--- src/rtl/r_burst_scheduler.sv ---
// r_burst_scheduler: grants whole bursts round-robin to one shared r_width_converter, drives its header,
// and tags the converter's per-burst beat counts with the source that owned each burst.
module r_burst_scheduler #(
    parameter int         NUM_SRC   = 4,
    parameter int         SRC_W     = 2,
    parameter int         MAX_OUTST = 8,
    parameter logic [7:0] HDR_TAG   = 8'h5D
) (
    input  logic                   clk,
    input  logic                   reset,
    input  logic [NUM_SRC*128-1:0] s_rdata,
    input  logic [NUM_SRC-1:0]     s_rlast,
    input  logic [NUM_SRC-1:0]     s_rvalid,
    output logic [NUM_SRC-1:0]     s_rready,
    output logic [127:0]           c_rdata,
    output logic                   c_rlast,
    output logic [23:0]            c_config,
    output logic                   c_valid,
    input  logic                   c_ready,
    input  logic [8:0]             c_num,
    input  logic                   c_num_valid,
    output logic                   c_num_ready,
    output logic [8:0]             cnt_num,
    output logic [SRC_W-1:0]       cnt_src,
    output logic                   cnt_valid,
    input  logic                   cnt_ready,
    output logic                   err_orphan
);
    // state | meaning
    // IDLE  | no burst owns the converter; arbitrate
    // BURST | granted source passed straight through until its last beat is accepted
    localparam logic [0:0] IDLE  = 1'b0;
    localparam logic [0:0] BURST = 1'b1;

    localparam int               PTR_W    = $clog2(MAX_OUTST);
    localparam logic [PTR_W:0]   FULL_CNT = (PTR_W + 1)'(MAX_OUTST);
    localparam logic [PTR_W:0]   CNT_ONE  = (PTR_W + 1)'(1);
    localparam logic [PTR_W-1:0] PTR_ONE  = PTR_W'(1);
    localparam logic [SRC_W-1:0] SRC_ONE  = SRC_W'(1);
    localparam logic [SRC_W-1:0] SRC_LAST = SRC_W'(NUM_SRC - 1);

    logic [0:0]       state;
    logic [SRC_W-1:0] gnt;
    logic [SRC_W-1:0] rr;
    logic [7:0]       seq;
    logic [SRC_W-1:0] fifo_mem [MAX_OUTST];
    logic [PTR_W-1:0] wr_ptr;
    logic [PTR_W-1:0] rd_ptr;
    logic [PTR_W:0]   inflight;

    logic             pick_found;
    logic [SRC_W-1:0] pick_idx;
    logic [SRC_W-1:0] cand;
    logic             fifo_nonempty;
    logic             push;
    logic             pop;
    logic             beat_last;

    // Scan from the farthest candidate back to rr so the nearest valid source wins.
    always_comb begin
        pick_found = 1'b0;
        pick_idx   = '0;
        cand       = '0;
        for (int k = NUM_SRC - 1; k >= 0; k--) begin
            cand = SRC_W'((int'(rr) + k) % NUM_SRC);
            if (s_rvalid[cand]) begin
                pick_found = 1'b1;
                pick_idx   = cand;
            end
        end
    end

    always_comb begin
        c_rdata  = '0;
        c_rlast  = 1'b0;
        c_valid  = 1'b0;
        s_rready = '0;
        if (state == BURST) begin
            for (int i = 0; i < NUM_SRC; i++) begin
                if (gnt == SRC_W'(i)) begin
                    c_rdata     = s_rdata[128*i +: 128];
                    c_rlast     = s_rlast[i];
                    c_valid     = s_rvalid[i];
                    s_rready[i] = c_ready;
                end
            end
        end
    end

    assign fifo_nonempty = (inflight != '0);
    assign cnt_num       = c_num;
    assign cnt_src       = fifo_mem[rd_ptr];
    assign cnt_valid     = c_num_valid & fifo_nonempty;
    // A count with nothing in flight is drained regardless of cnt_ready so it cannot stall the converter.
    assign c_num_ready   = fifo_nonempty ? cnt_ready : 1'b1;
    assign pop           = c_num_valid & cnt_ready & fifo_nonempty;
    assign push          = (state == IDLE) & pick_found & (inflight < FULL_CNT);
    assign beat_last     = c_valid & c_ready & c_rlast;

    always_ff @(posedge clk) begin
        if (reset) begin
            state      <= IDLE;
            gnt        <= '0;
            rr         <= '0;
            seq        <= '0;
            c_config   <= '0;
            wr_ptr     <= '0;
            rd_ptr     <= '0;
            inflight   <= '0;
            err_orphan <= 1'b0;
        end else begin
            if (state == IDLE) begin
                if (push) begin
                    gnt      <= pick_idx;
                    c_config <= {seq, HDR_TAG, 8'(pick_idx)};
                    state    <= BURST;
                end
            end else if (beat_last) begin
                seq   <= seq + 8'd1;
                rr    <= (gnt == SRC_LAST) ? '0 : gnt + SRC_ONE;
                state <= IDLE;
            end

            if (push) wr_ptr <= wr_ptr + PTR_ONE;
            if (pop)  rd_ptr <= rd_ptr + PTR_ONE;
            if (push && !pop)      inflight <= inflight + CNT_ONE;
            else if (!push && pop) inflight <= inflight - CNT_ONE;

            if (c_num_valid && !fifo_nonempty) err_orphan <= 1'b1;
        end
    end

    always_ff @(posedge clk) begin
        if (push) fifo_mem[wr_ptr] <= pick_idx;
    end

endmodule
--- config.mk ---
export PLATFORM = sky130hd
export DESIGN_NAME = r_burst_scheduler
export DESIGN_NICKNAME = d
export VERILOG_FILES = /design/src/rtl/r_burst_scheduler.sv
export SDC_FILE = /design/constraint.sdc
export NUM_CORES = 1
export LEC_CHECK = 0
export ABC_AREA = 1
export CAP_MARGIN = 20
export CORE_AREA = 8 8 271 273
export DETAILED_ROUTE_END_ITERATION = 16
export DIE_AREA = 0 0 279 281
export GPL_ROUTABILITY_DRIVEN = 0
export HOLD_SLACK_MARGIN = 0.03
export PLACE_DENSITY = 0.35
export RECOVER_POWER = 100
export SLEW_MARGIN = 25
export SYNTH_ARGS = -nofsm -noshare
export SYNTH_HDL_FRONTEND = slang
export SYNTH_SLANG_ARGS = --single-unit
--- constraint.sdc ---
create_clock -name clk -period 3 [get_ports clk]
set_input_delay 0.6 -clock clk [delete_from_list [all_inputs] [get_ports clk]]
set_output_delay 0.6 -clock clk [all_outputs]
set_load 0.02 [all_outputs]
==> flow_summary.toml, run 1 <==
[outcome]
status = "finished, final reports clean"

[synth]
synth_top_area_share_pct = 17.6
synthArstFlopShare_pct = 0
synth_cells = 1130
yosys_warnings = 0
avgSynthCellArea_um2 = 5.90
yosysSeqAreaShare_pct = 18.0
synth_cell_type_count = 36
synth-seq-cells = 52
synthFlopType = "dfxtp_1"
synth_top_area_cell = "o21ai_0"
syn-cell-area_mm2 = 0.00666
yosysMostFrequentCell = "o21ai_0"
netlist_top_cells_count = "234 x o21ai_0, 229 x nand2_1, 159 x a21oi_1"
synth_area_leaders = "o21ai_0 18%, nand2_1 13%, a21oi_1 12%, dfxtp_1 11%, a22oi_1 9.1%"
synth-edff-count = 16

[sta]
setup_ws_ns = 0.0544
hold_viol = 0
timing.fmax_ghz = 0.339
fin_skew_ns = 0.00637
setup_viol = 0
min_period_over_period_pct = 98.2
grt_setup_unrepaired = "true"
worst-slew-pin-transition_ns = 0.818
period_needed_ns = 2.95
slew_headroom_pct = 45.5
maxSlewViolCount = 0

[placed_design]
place_area_mm2 = 0.0148
dp.cells = 2696
port_buffers = 678
pre_cts_slack_ns = -0.337
hpwl_mm = 55.2

[power]
powerDensity_mw_per_mm2 = 535
ir_drop_uv = 214
p_leak_nw = 5.96
switching_share_pct = 51.7
p_sw_mw = 4.07
seqPwrFrac_pct = 11.7
power.share.clock_pct = 7.8
pwr-share-comb_pct = 80.6
p_int_mw = 3.80

[run]
cap_violations = 0

[drt]
avgRoutedWirePerCell_um = 23.8
met3_length_mm = 5.80
met1_length_mm = 26.2
met2_wirelength_mm = 31.6
num_vias = 10700
routed.top_layer = "met5"
routed_wl_mm = 64.6
drtPass1Iterations = 5
drt_iter0_drc = 633
drc = 0
vias_per_cell = 3.95
ant_nets = 0

[setup_path]
critPathBufInv = 6
cp_max_fo = 25
max_stage_delay_ns = 0.33
critical-path-top-delay-family = "buffers and inverters"
end_kind = "primary output"
required_ns = 2.40
cp-start-kind = "flop"
cp_cell_sequence = "inv_1 > ha_2 > inv_1 > nor2_4 > buf_12 > buf_12 > buf_4 > a22o_1 > nand2_1 > a21oi_4 > buf_4"
critical_path_arrival_ns = 2.35
cp_slowest_cell = "dfxtp_1"
path_class = "flop to primary output"

[clocking]
clock_sinks = 52
cts_buffers = 5
path_clk_slew_ns = 0.07
cts_hold_buffers = 0
cts_buffer_depth = 2
cts.htree.levels = 2
insertion_delay_ns = 0.29
tritoncts = "built"
root_buffer = "clkbuf_16"

[finish]
area_delta_synth_final_pct = 121
layoutNonFillerInstCount = 2718
final_area_mm2 = 0.0147
drive_gt1_share_pct = 9.80
fin_nets = 2310
final_util_pct = 21.2

[die]
dieArea_mm2 = 0.0784
io_pins = 706
dieWidth_um = 279
initial_core_util_pct = 9.61
coreArea_mm2 = 0.0693
dieHeight_um = 281
row_count = 97

[global_route]
first_global_vias = 11100
grt_max_degree = 45
gr-total-overflow = 0
grt_pass1_wl_mm = 87.4
antenna_found_initial = 32
grtUsageTotal_pct = 15.4

[hold_path]
worstHoldPathType = "flop to flop"
state kept, by name, indices dropped and copies added (netlist names), 2 cells and up, named ones only:
signal and cells:
inflight 4, wr_ptr 3, rr 2, c_config 10
seq 8, fifo_mem 16, rd_ptr 3
cell usage in the layout (no fill, tap or decap), types with 9 or more instances in the layout:
master / n
conb_1: 9
inv_1: 29
nand3_1: 47
nand2_1: 230
o21ai_1: 42
clkdlybuf4s15_1: 15
o21ai_0: 230
dlygate4sd3_1: 24
a22o_1: 13
diode_2: 12
clkdlybuf4s50_1: 524
nor2_1: 66
buf_12: 23
a21oi_1: 157
clkbuf_2: 39
buf_2: 16
dfxtp_1: 35
buf_4: 55
edfxtp_1: 16
a22oi_1: 78
dlygate4sd2_1: 37
cells by family after synthesis:
group / count (synthesis) / synth area share, %
AO/OA/AOI/OAI: 535 / 44.5
XOR/XNOR: 12 / 1.58
adder cells (fa/ha/maj): 11 / 2.18
buffers and inverters: 164 / 12.3
flip-flops: 52 / 18.0
other: 1 / 0.0563
AND/OR/NAND/NOR: 355 / 21.4
what timing repair did:
item,CTS,global route
gates resized for setup,200,110
buffers inserted,1,0
gates cloned,1,0
pin swaps,1,0
endpoints found under the setup margin,116,123
cell type report:
cell class / count / area (µm²)
timing repair buffer: 751 / 7280
fill: 7874 / 54600
sequential: 52 / 1200
clock inverter: 1 / 5.00
tap: 940 / 1180
inverter: 33 / 141
multi-input combinational: 922 / 4720
clock buffer: 7 / 154
antenna: 12 / 30.0
per-layer routing:
| layer | vias up | GRT usage (%) |
|---|---|---|
| li1 | 5233 | - |
| met1 | 4977 | 18.5 |
| met2 | 477 | 26.7 |
| met3 | 51 | 5.27 |
| met4 | 6 | 2.69 |
| met5 | - | 0 |
path summary, 6_finish.rpt:
path / depth (start not counted) / slack, ns / from / to
setup / recovery: 11 / 0.05 / gnt[0] / c_rdata[125]
hold / removal: 1 / 0.47 / err_orphan / err_orphan
setup reg to reg: 13 / 0.25 / gnt[0] / seq[7]
hold reg to reg: 1 / 0.47 / err_orphan / err_orphan
power by group through the flow:
stage | sequential (mW) | combinational [mW] | clock (mW)
floorplan | 0.960 | 3.25 | 0
global placement | 0.934 | 6.66 | 0
detailed placement | 0.936 | 6.64 | 0
CTS | 0.920 | 6.55 | 0.636
global route | 0.935 | 6.94 | 0.656
finish | 0.917 | 6.34 | 0.612
per-stage QoR:
stage               TNS [ns]  hold WS (ns)  power [mW]
floorplan                  0         0.459        4.21
global placement      -0.292         0.460        7.59
detailed placement    -0.380         0.459        7.57
CTS                   -0.178         0.477        8.11
global route           -1.19         0.520        8.53
finish                     0         0.470        7.87
No activity file was read; power rests on OpenSTA's default activity.
==> run 2: changes to the inputs <==
--- a/config.mk
+++ b/config.mk
@@ -8,6 +8,7 @@
 export ABC_AREA = 1
 export CAP_MARGIN = 20
 export CORE_AREA = 8 8 271 273
+export CTS_CLUSTER_SIZE = 16
 export DETAILED_ROUTE_END_ITERATION = 16
 export DIE_AREA = 0 0 279 281
 export GPL_ROUTABILITY_DRIVEN = 0
==> results of run 2 <==
The final DEF is identical to that of run 1; final timing and power are the same.
